--- config.mk ---
export PLATFORM = sky130hd
export DESIGN_NAME = palette_lookup_arbiter
export DESIGN_NICKNAME = d
export VERILOG_FILES = /design/src/rtl/palette_lookup_arbiter.sv
export SDC_FILE = /design/constraint.sdc
export NUM_CORES = 1
export LEC_CHECK = 0
export CORE_AREA = 4 4 59 67
export DETAILED_ROUTE_END_ITERATION = 10
export DIE_AREA = 0 0 63 71
export PLACE_DENSITY = 0.68
export REMOVE_ABC_BUFFERS = 1
export SLEW_MARGIN = 10
export SYNTH_ARGS = -nofsm -noshare
export SYNTH_HDL_FRONTEND = slang
export SYNTH_SLANG_ARGS = --single-unit
--- constraint.sdc ---
create_clock -name Clk -period 1.75 [get_ports Clk]
set_input_delay 0.2625 -clock Clk [delete_from_list [all_inputs] [get_ports Clk]]
set_output_delay 0.2625 -clock Clk [all_outputs]
set_load 0.05 [all_outputs]
--- src/rtl/palette_lookup_arbiter.sv ---
// Round-robin arbiter sharing one palette ROM, 2-stage registered lookup.
// Define PALETTE_FADE_EN to add the fade_lvl per-channel dimming input.
module palette_lookup_arbiter #(
  parameter int NUM_REQ = 3,
  parameter int ID_W = 2
) (
  input  logic                 Clk,
  input  logic                 Reset,
  input  logic [NUM_REQ-1:0]   req,
  input  logic [4*NUM_REQ-1:0] req_idx,
  output logic [NUM_REQ-1:0]   gnt,
  output logic [3:0]           pal_index,
  input  logic [11:0]          pal_rgb,
`ifdef PALETTE_FADE_EN
  input  logic [3:0]           fade_lvl,
`endif
  output logic                 rsp_valid,
  output logic [ID_W-1:0]      rsp_id,
  output logic [11:0]          rsp_rgb,
  output logic                 busy
);

  logic [ID_W-1:0] rr_ptr;
  logic [ID_W-1:0] nxt_ptr;
  logic [ID_W-1:0] gnt_id;
  logic [3:0]      gnt_idx;
  logic            found;
  logic            s1_v;
  logic [ID_W-1:0] s1_id;
  logic [11:0]     rgb_next;

  // Pick first requester at or above rr_ptr, else wrap to lowest one.
  always_comb begin
    gnt     = '0;
    gnt_id  = '0;
    gnt_idx = '0;
    found   = 1'b0;
    if (!Reset) begin
      for (int k = 0; k < NUM_REQ; k++) begin
        if (!found && req[k] && (ID_W'(k) >= rr_ptr)) begin
          found   = 1'b1;
          gnt[k]  = 1'b1;
          gnt_id  = ID_W'(k);
          gnt_idx = req_idx[4*k +: 4];
        end
      end
      for (int k = 0; k < NUM_REQ; k++) begin
        if (!found && req[k]) begin
          found   = 1'b1;
          gnt[k]  = 1'b1;
          gnt_id  = ID_W'(k);
          gnt_idx = req_idx[4*k +: 4];
        end
      end
    end
  end

  // Pointer moves one past the winner, wrapping at NUM_REQ.
  always_comb begin
    nxt_ptr = gnt_id + ID_W'(1);
    if ({1'b0, gnt_id} == (ID_W+1)'(NUM_REQ - 1)) begin
      nxt_ptr = '0;
    end
  end

`ifdef PALETTE_FADE_EN
  function automatic logic [3:0] dim(
    input logic [3:0] ch,
    input logic [3:0] lvl
  );
    return (ch > lvl) ? (ch - lvl) : 4'd0;
  endfunction

  assign rgb_next = {dim(pal_rgb[11:8], fade_lvl),
                     dim(pal_rgb[7:4], fade_lvl),
                     dim(pal_rgb[3:0], fade_lvl)};
`else
  assign rgb_next = pal_rgb;
`endif

  // Stage 1: accept the granted lookup and drive the ROM index.
  always_ff @(posedge Clk) begin
    if (Reset) begin
      rr_ptr    <= '0;
      s1_v      <= 1'b0;
      s1_id     <= '0;
      pal_index <= '0;
    end else begin
      s1_v <= found;
      if (found) begin
        rr_ptr    <= nxt_ptr;
        s1_id     <= gnt_id;
        pal_index <= gnt_idx;
      end
    end
  end

  // Stage 2: register ROM data; colour holds between responses.
  always_ff @(posedge Clk) begin
    if (Reset) begin
      rsp_valid <= 1'b0;
      rsp_id    <= '0;
      rsp_rgb   <= '0;
    end else begin
      rsp_valid <= s1_v;
      rsp_id    <= s1_id;
      if (s1_v) begin
        rsp_rgb <= rgb_next;
      end
    end
  end

  assign busy = s1_v | rsp_valid;

endmodule
Word level (Yosys, flattened, before mapping) --
Cells that the tools add are included. Widths: inputs -> output; s select.
Cells by class: reduce and logical (&&, ||, !) cells 13, add/sub/neg operators 1, muxes and demuxes 31, equality and inequality tests 1, magnitude comparators 3, bitwise logic cells 1
Operators with widths (number):
- $mux 4 | 6
- $mux 1 | 18
- $mux 2 | 6
- $logic_and 1x1->1 | 8
- $logic_not 1->1 | 5
- $ge 1x2->1 const A | 2
- $mux 3 | 1
- $add 2x1->2 const B | 1
- $eq 2x2->1 const B | 1
- $ge 2x2->1 const A | 1
- $or 1x1->1 | 1
Storage, ports and cells: output and inout bits 23, bits in registers 24, input port bits 29, logic and storage cells 57

Logic depth before layout (Yosys ltp) --
word-level depth 28, mapped depth 6, gate-level depth less buffers 5

Worst setup path before layout --
OpenSTA, ideal clock, no wires.
kind reg2reg, start point register rr_ptr[0], end point register s1_id[1], arrival time 2103 ps, cell stages (with the launch flop) 7, clock period less this slack 2169 ps, setup time 66 ps, path buffers 1, setup slack -419 ps, data required time 1684 ps, cells stage by stage dfxtp_1 > buf_4 > nand2b_1 > a21oi_1 > a21oi_1 > nor3b_1 > a31o_2
On the way: longest elaborated chain between the ends 26, elaborated cells on any way between the ends 33, those cells by class 3 x order compare; 17 x mux; 13 x reduce/logical
RTL lines:
- start: declaration | line 23 | logic [ID_W-1:0] rr_ptr;
- start signal: assignment | line 91 | rr_ptr <= nxt_ptr;
- $ge 1x2->1 | line 40 | if (!found && req[k] && (ID_W'(k) >= rr_ptr)) begin
- $logic_and 1x1->1 | line 40
- $mux 1 | line 40
- $mux 1 | line 38 | if (!Reset) begin
- $logic_not 1->1 | line 40
- $logic_and 1x1->1 (2 in series) | line 40
- $mux 1 | line 40
- $mux 1 | line 38
- (+9 left out)
- $logic_not 1->1 | line 48 | if (!found && req[k]) begin
- $logic_and 1x1->1 | line 48
- $mux 1 | line 48
- $mux 1 | line 38
- $logic_not 1->1 | line 48
- $logic_and 1x1->1 | line 48
- $mux 2 or $mux 1 (tied branches) | line 48
- $mux 2 or $mux 1 (tied branches) | line 38
- end signal: assignment | line 92 | s1_id <= gnt_id;
- end: declaration | line 29 | logic [ID_W-1:0] s1_id;
Parallel ways exist; a longest one is shown, timed or not. The select of a mux whose other input is x is not followed. A chain may end at the register's enable or synchronous reset.

Worst setup path after layout --
start point input req[0], end point output gnt[1]
On the way: longest elaborated chain between the ends 21, elaborated cells on any way between the ends 22, those cells by class 11 x mux; 11 x reduce/logical
RTL lines:
- start: declaration | line 9 | input logic [NUM_REQ-1:0] req,
- $logic_and 1x1->1 | line 40
- $mux 1 | line 40
- $mux 1 | line 38
- $logic_not 1->1 | line 40
- $logic_and 1x1->1 (2 in series) | line 40
- $mux 1 | line 40
- $mux 1 | line 38
- $logic_not 1->1 | line 40
- (+4 left out)
- $logic_not 1->1 | line 48
- $logic_and 1x1->1 | line 48
- $mux 1 | line 48
- $mux 1 | line 38
- $logic_not 1->1 | line 48
- $logic_and 1x1->1 | line 48
- $mux 1 (*) | line 48
- $mux 3 (*) | line 38
- end: declaration | line 11 | output logic [NUM_REQ-1:0] gnt,
Mark *: on every way between the ends. The rest lies on a longest branch, timed or not. The select of a mux whose other input is x is not followed.

==> metrics <==
status=complete, but fails checks; failing checks=negative setup slack; DRC viols=0; vias in the first global route=1184; final setup margin=-0.0821 ns; DRT iter0 DRCs=59; syn_area_per_cell=8.82 um2; setup TNS=-0.0968 ns; Total Nets Final=219; critical path depth=6; commonest register cell after synthesis=dfxtp_1; routed wire length=3.33 mm; clk slew on worst S/H paths=0.12 ns; CTS Hold Bufs=0; slew margin rel.=64.6%; flip-flop and latch area=488 um2; register area share after synthesis=42.9%; Yosys reg bits=24; core box area=3280 um2; CTS tree=yes; # port buffers=51; Die X-Extent=63 um; hold slack=0.465 ns; maximum VDD drop=0.000332 V; end of the worst register-to-register path=pal_index[2]; synth unique cells=30; Antenna Nets Post-Route=0; period utilisation layout=105%; RSZ-0062 raised after global routing=true; clk buf depth=2; Arr. time, crit path=1.57 ns; Final Util=57.4%; Slew @ Worst Pin=0.530 ns; Lkg Pwr=0.932 nW; clk_skew=0.00722 ns; # setup viols final=2; ordered list of cells on the worst path=clkdlybuf4s50_1, buf_4, a21oi_1, o2111ai_1, inv_1, buf_12; worst skew pair latency=0.31 ns; critical path capture point type=output pin; routed length per instance=14.8 um; slowest stage delay, CP=0.47 ns; first-pass GRT wire length=4.97 mm; placed cell count=215; initial core utilization=34.2%; clk sinks=24; Worst EP required=1.49 ns; Max Slew Vio Count=0; CP delay by family, top=buffers and inverters; Pwr Density=749 nW/um2; Worst Path Buf+Inv=4; IO Count=52; RD Place Congestion=1.01; MaxCap Viol Count=0; root buf cell=clkbuf_4; Site Rows=22; Via density=5.20; drt first pass iters=5; ANT cells=0; synthesized area=1120 um2; initial antenna violation count=0; EDFF count, synth=0; global route overflow=0; CTS buffer count=3; worst setup path class=in -> out; Hold Vio Cnt, Final=0; share of flip-flops with an asynchronous set or reset=0%; H-tree levels=1; startpoint class of the critical path=input pin; GRT Overall Usage=13.8%; Yosys warning total=0; critical-path maximum fanout=12; HP Start=pal_index[3]; Peak Freq=546 MHz; Crit-path slowest cell=clkdlybuf4s50_1; R2R Path Start=rr_ptr[0]; Syn-to-layout area delta=67.9%; Reg2Reg Depth=6; routed via count=1171; FILL cells=299; largest net degree at the start of global routing=19; multi-input logic area=604 um2; Cell Count, Final, Fillers Out=225; Mapped Cells=127; Tmin final=1.83 ns; type of the tightest min-delay check=reg -> reg; hold path depth=2; post-DP HPWL=2.43 mm; Reg2Reg Setup Slack=0.20 ns; share of cells above drive strength 1=25.4%; Die H=71 um; Worst Hold End=pal_index[3]; die area=4470 um2
-- cells by family (layout without fill, tap and decap cells) --
kind of cell / count (synthesis) / after routing / share of synthesized area, %
and+or+nand+nor: 44 / 44 / 20.7
AOI/OAI and AO/OA: 33 / 33 / 19.1
DFF: 24 / 24 / 42.9
buffers and inverters: 14 / 76 / 6.59
muxes: 12 / 12 / 10.7
-- area by class of cell --
| type | count | area share [%] |
|---|---|---|
| clock buffers | 3 | 1.20 |
| multi-input cells | 89 | 32.1 |
| repair buffers | 67 | 35.7 |
| well taps | 36 | 2.40 |
| inverters | 5 | 0.998 |
| flip-flops and latches | 24 | 25.9 |
| clock inverters | 1 | 1.60 |
-- placed cells by master, fill, tap and decap left out, drive strengths merged, types with 5 or more instances in the layout --
master	Yosys	final
nand2	5	5
inv	5	5
o21ai	10	10
dfxtp	24	24
clkdlybuf4s50	0	26
mux2i	12	12
a21oi	6	6
dlymetal6s2s	0	9
o22ai	5	5
nor2	20	20
buf	6	28
-- through the flow --
step           worst slack, ns  instance area, um2  total power [mW]
5_1_grt                -0.0987                1880              1.46
4_1_cts               -0.00296                1790              1.40
2_1_floorplan           -0.514                1060             0.820
3_3_place_gp           -0.0409                1720              1.01
6_report               -0.0821                1880              1.41
3_5_place_dp           -0.0945                1720              1.02
-- repair_timing --
item	in CTS	in global routing
pin swaps	0	1
setup endpoints to repair	5	12
resized for setup	8	18
buffers inserted	2	4
-- routing by layer --
metal | track usage (%) | vias up | routed length [um]
li1 | - | 573 | -
met2 | 22.2 | 72 | 1590
met3 | 4.92 | 6 | 297
met5 | 0 | - | 0
met1 | 15.6 | 520 | 1370
met4 | 8.33 | 0 | 68
-- Yosys cell counts, types with 2 or more instances --
master    instances  area share (%)
a21oi_1           6             2.7
a221oi_1          4             3.1
a31oi_1           4             2.2
and3b_1           4             3.1
buf_2             2            0.89
buf_4             3             2.0
clkbuf_1          3             1.0
dfxtp_1          24              43
inv_1             4             1.3
mux2i_1          12              11
nand2_1           5             1.7
nand2b_1          3             1.7
nand3_1           4             1.8
nor2_1           19             6.4
nor2b_1           3             1.7
nor3b_1           2             1.3
o21ai_0           2            0.89
o21ai_1           8             3.6
o22ai_1           4             2.2
-- worst min-delay path, delay by kind of cell (launching register included) --
| kind | cells | cell delay (ns) |
|---|---|---|
| DFF | 1 | 0.33 |
| and+or+nand+nor | 1 | 0.06 |
| AOI/OAI and AO/OA | 1 | 0.05 |
-- flip-flops by register name, summed over array words and instances (netlist names) --
register	flops
pal_index	4
rsp_rgb	12
rr_ptr	2
rsp_valid	1
rsp_id	2
s1_v	1
s1_id	2
-- how the worst max path moves through the flow --
| stage | start | end | slack [ns] |
|---|---|---|---|
| floorplan | rr_ptr[1] | s1_id[1] | -0.51 |
| global placement | req[1] | gnt[0] | -0.04 |
| detailed placement | req[2] | pal_index[1] | -0.09 |
| CTS | rr_ptr[1] | gnt[2] | -0.003 |
| global route | rr_ptr[1] | gnt[2] | -0.1 |
| finish | req[0] | gnt[1] | -0.08 |
-- power by group --
part           leakage, nW  internal [mW]  switching, mW  total [mW]
registers            0.199          0.578         0.0167       0.595
clock network       0.0279          0.232          0.161       0.392
logic                0.705          0.188          0.234       0.422
Note: power is estimated with default switching activity, not from simulation.
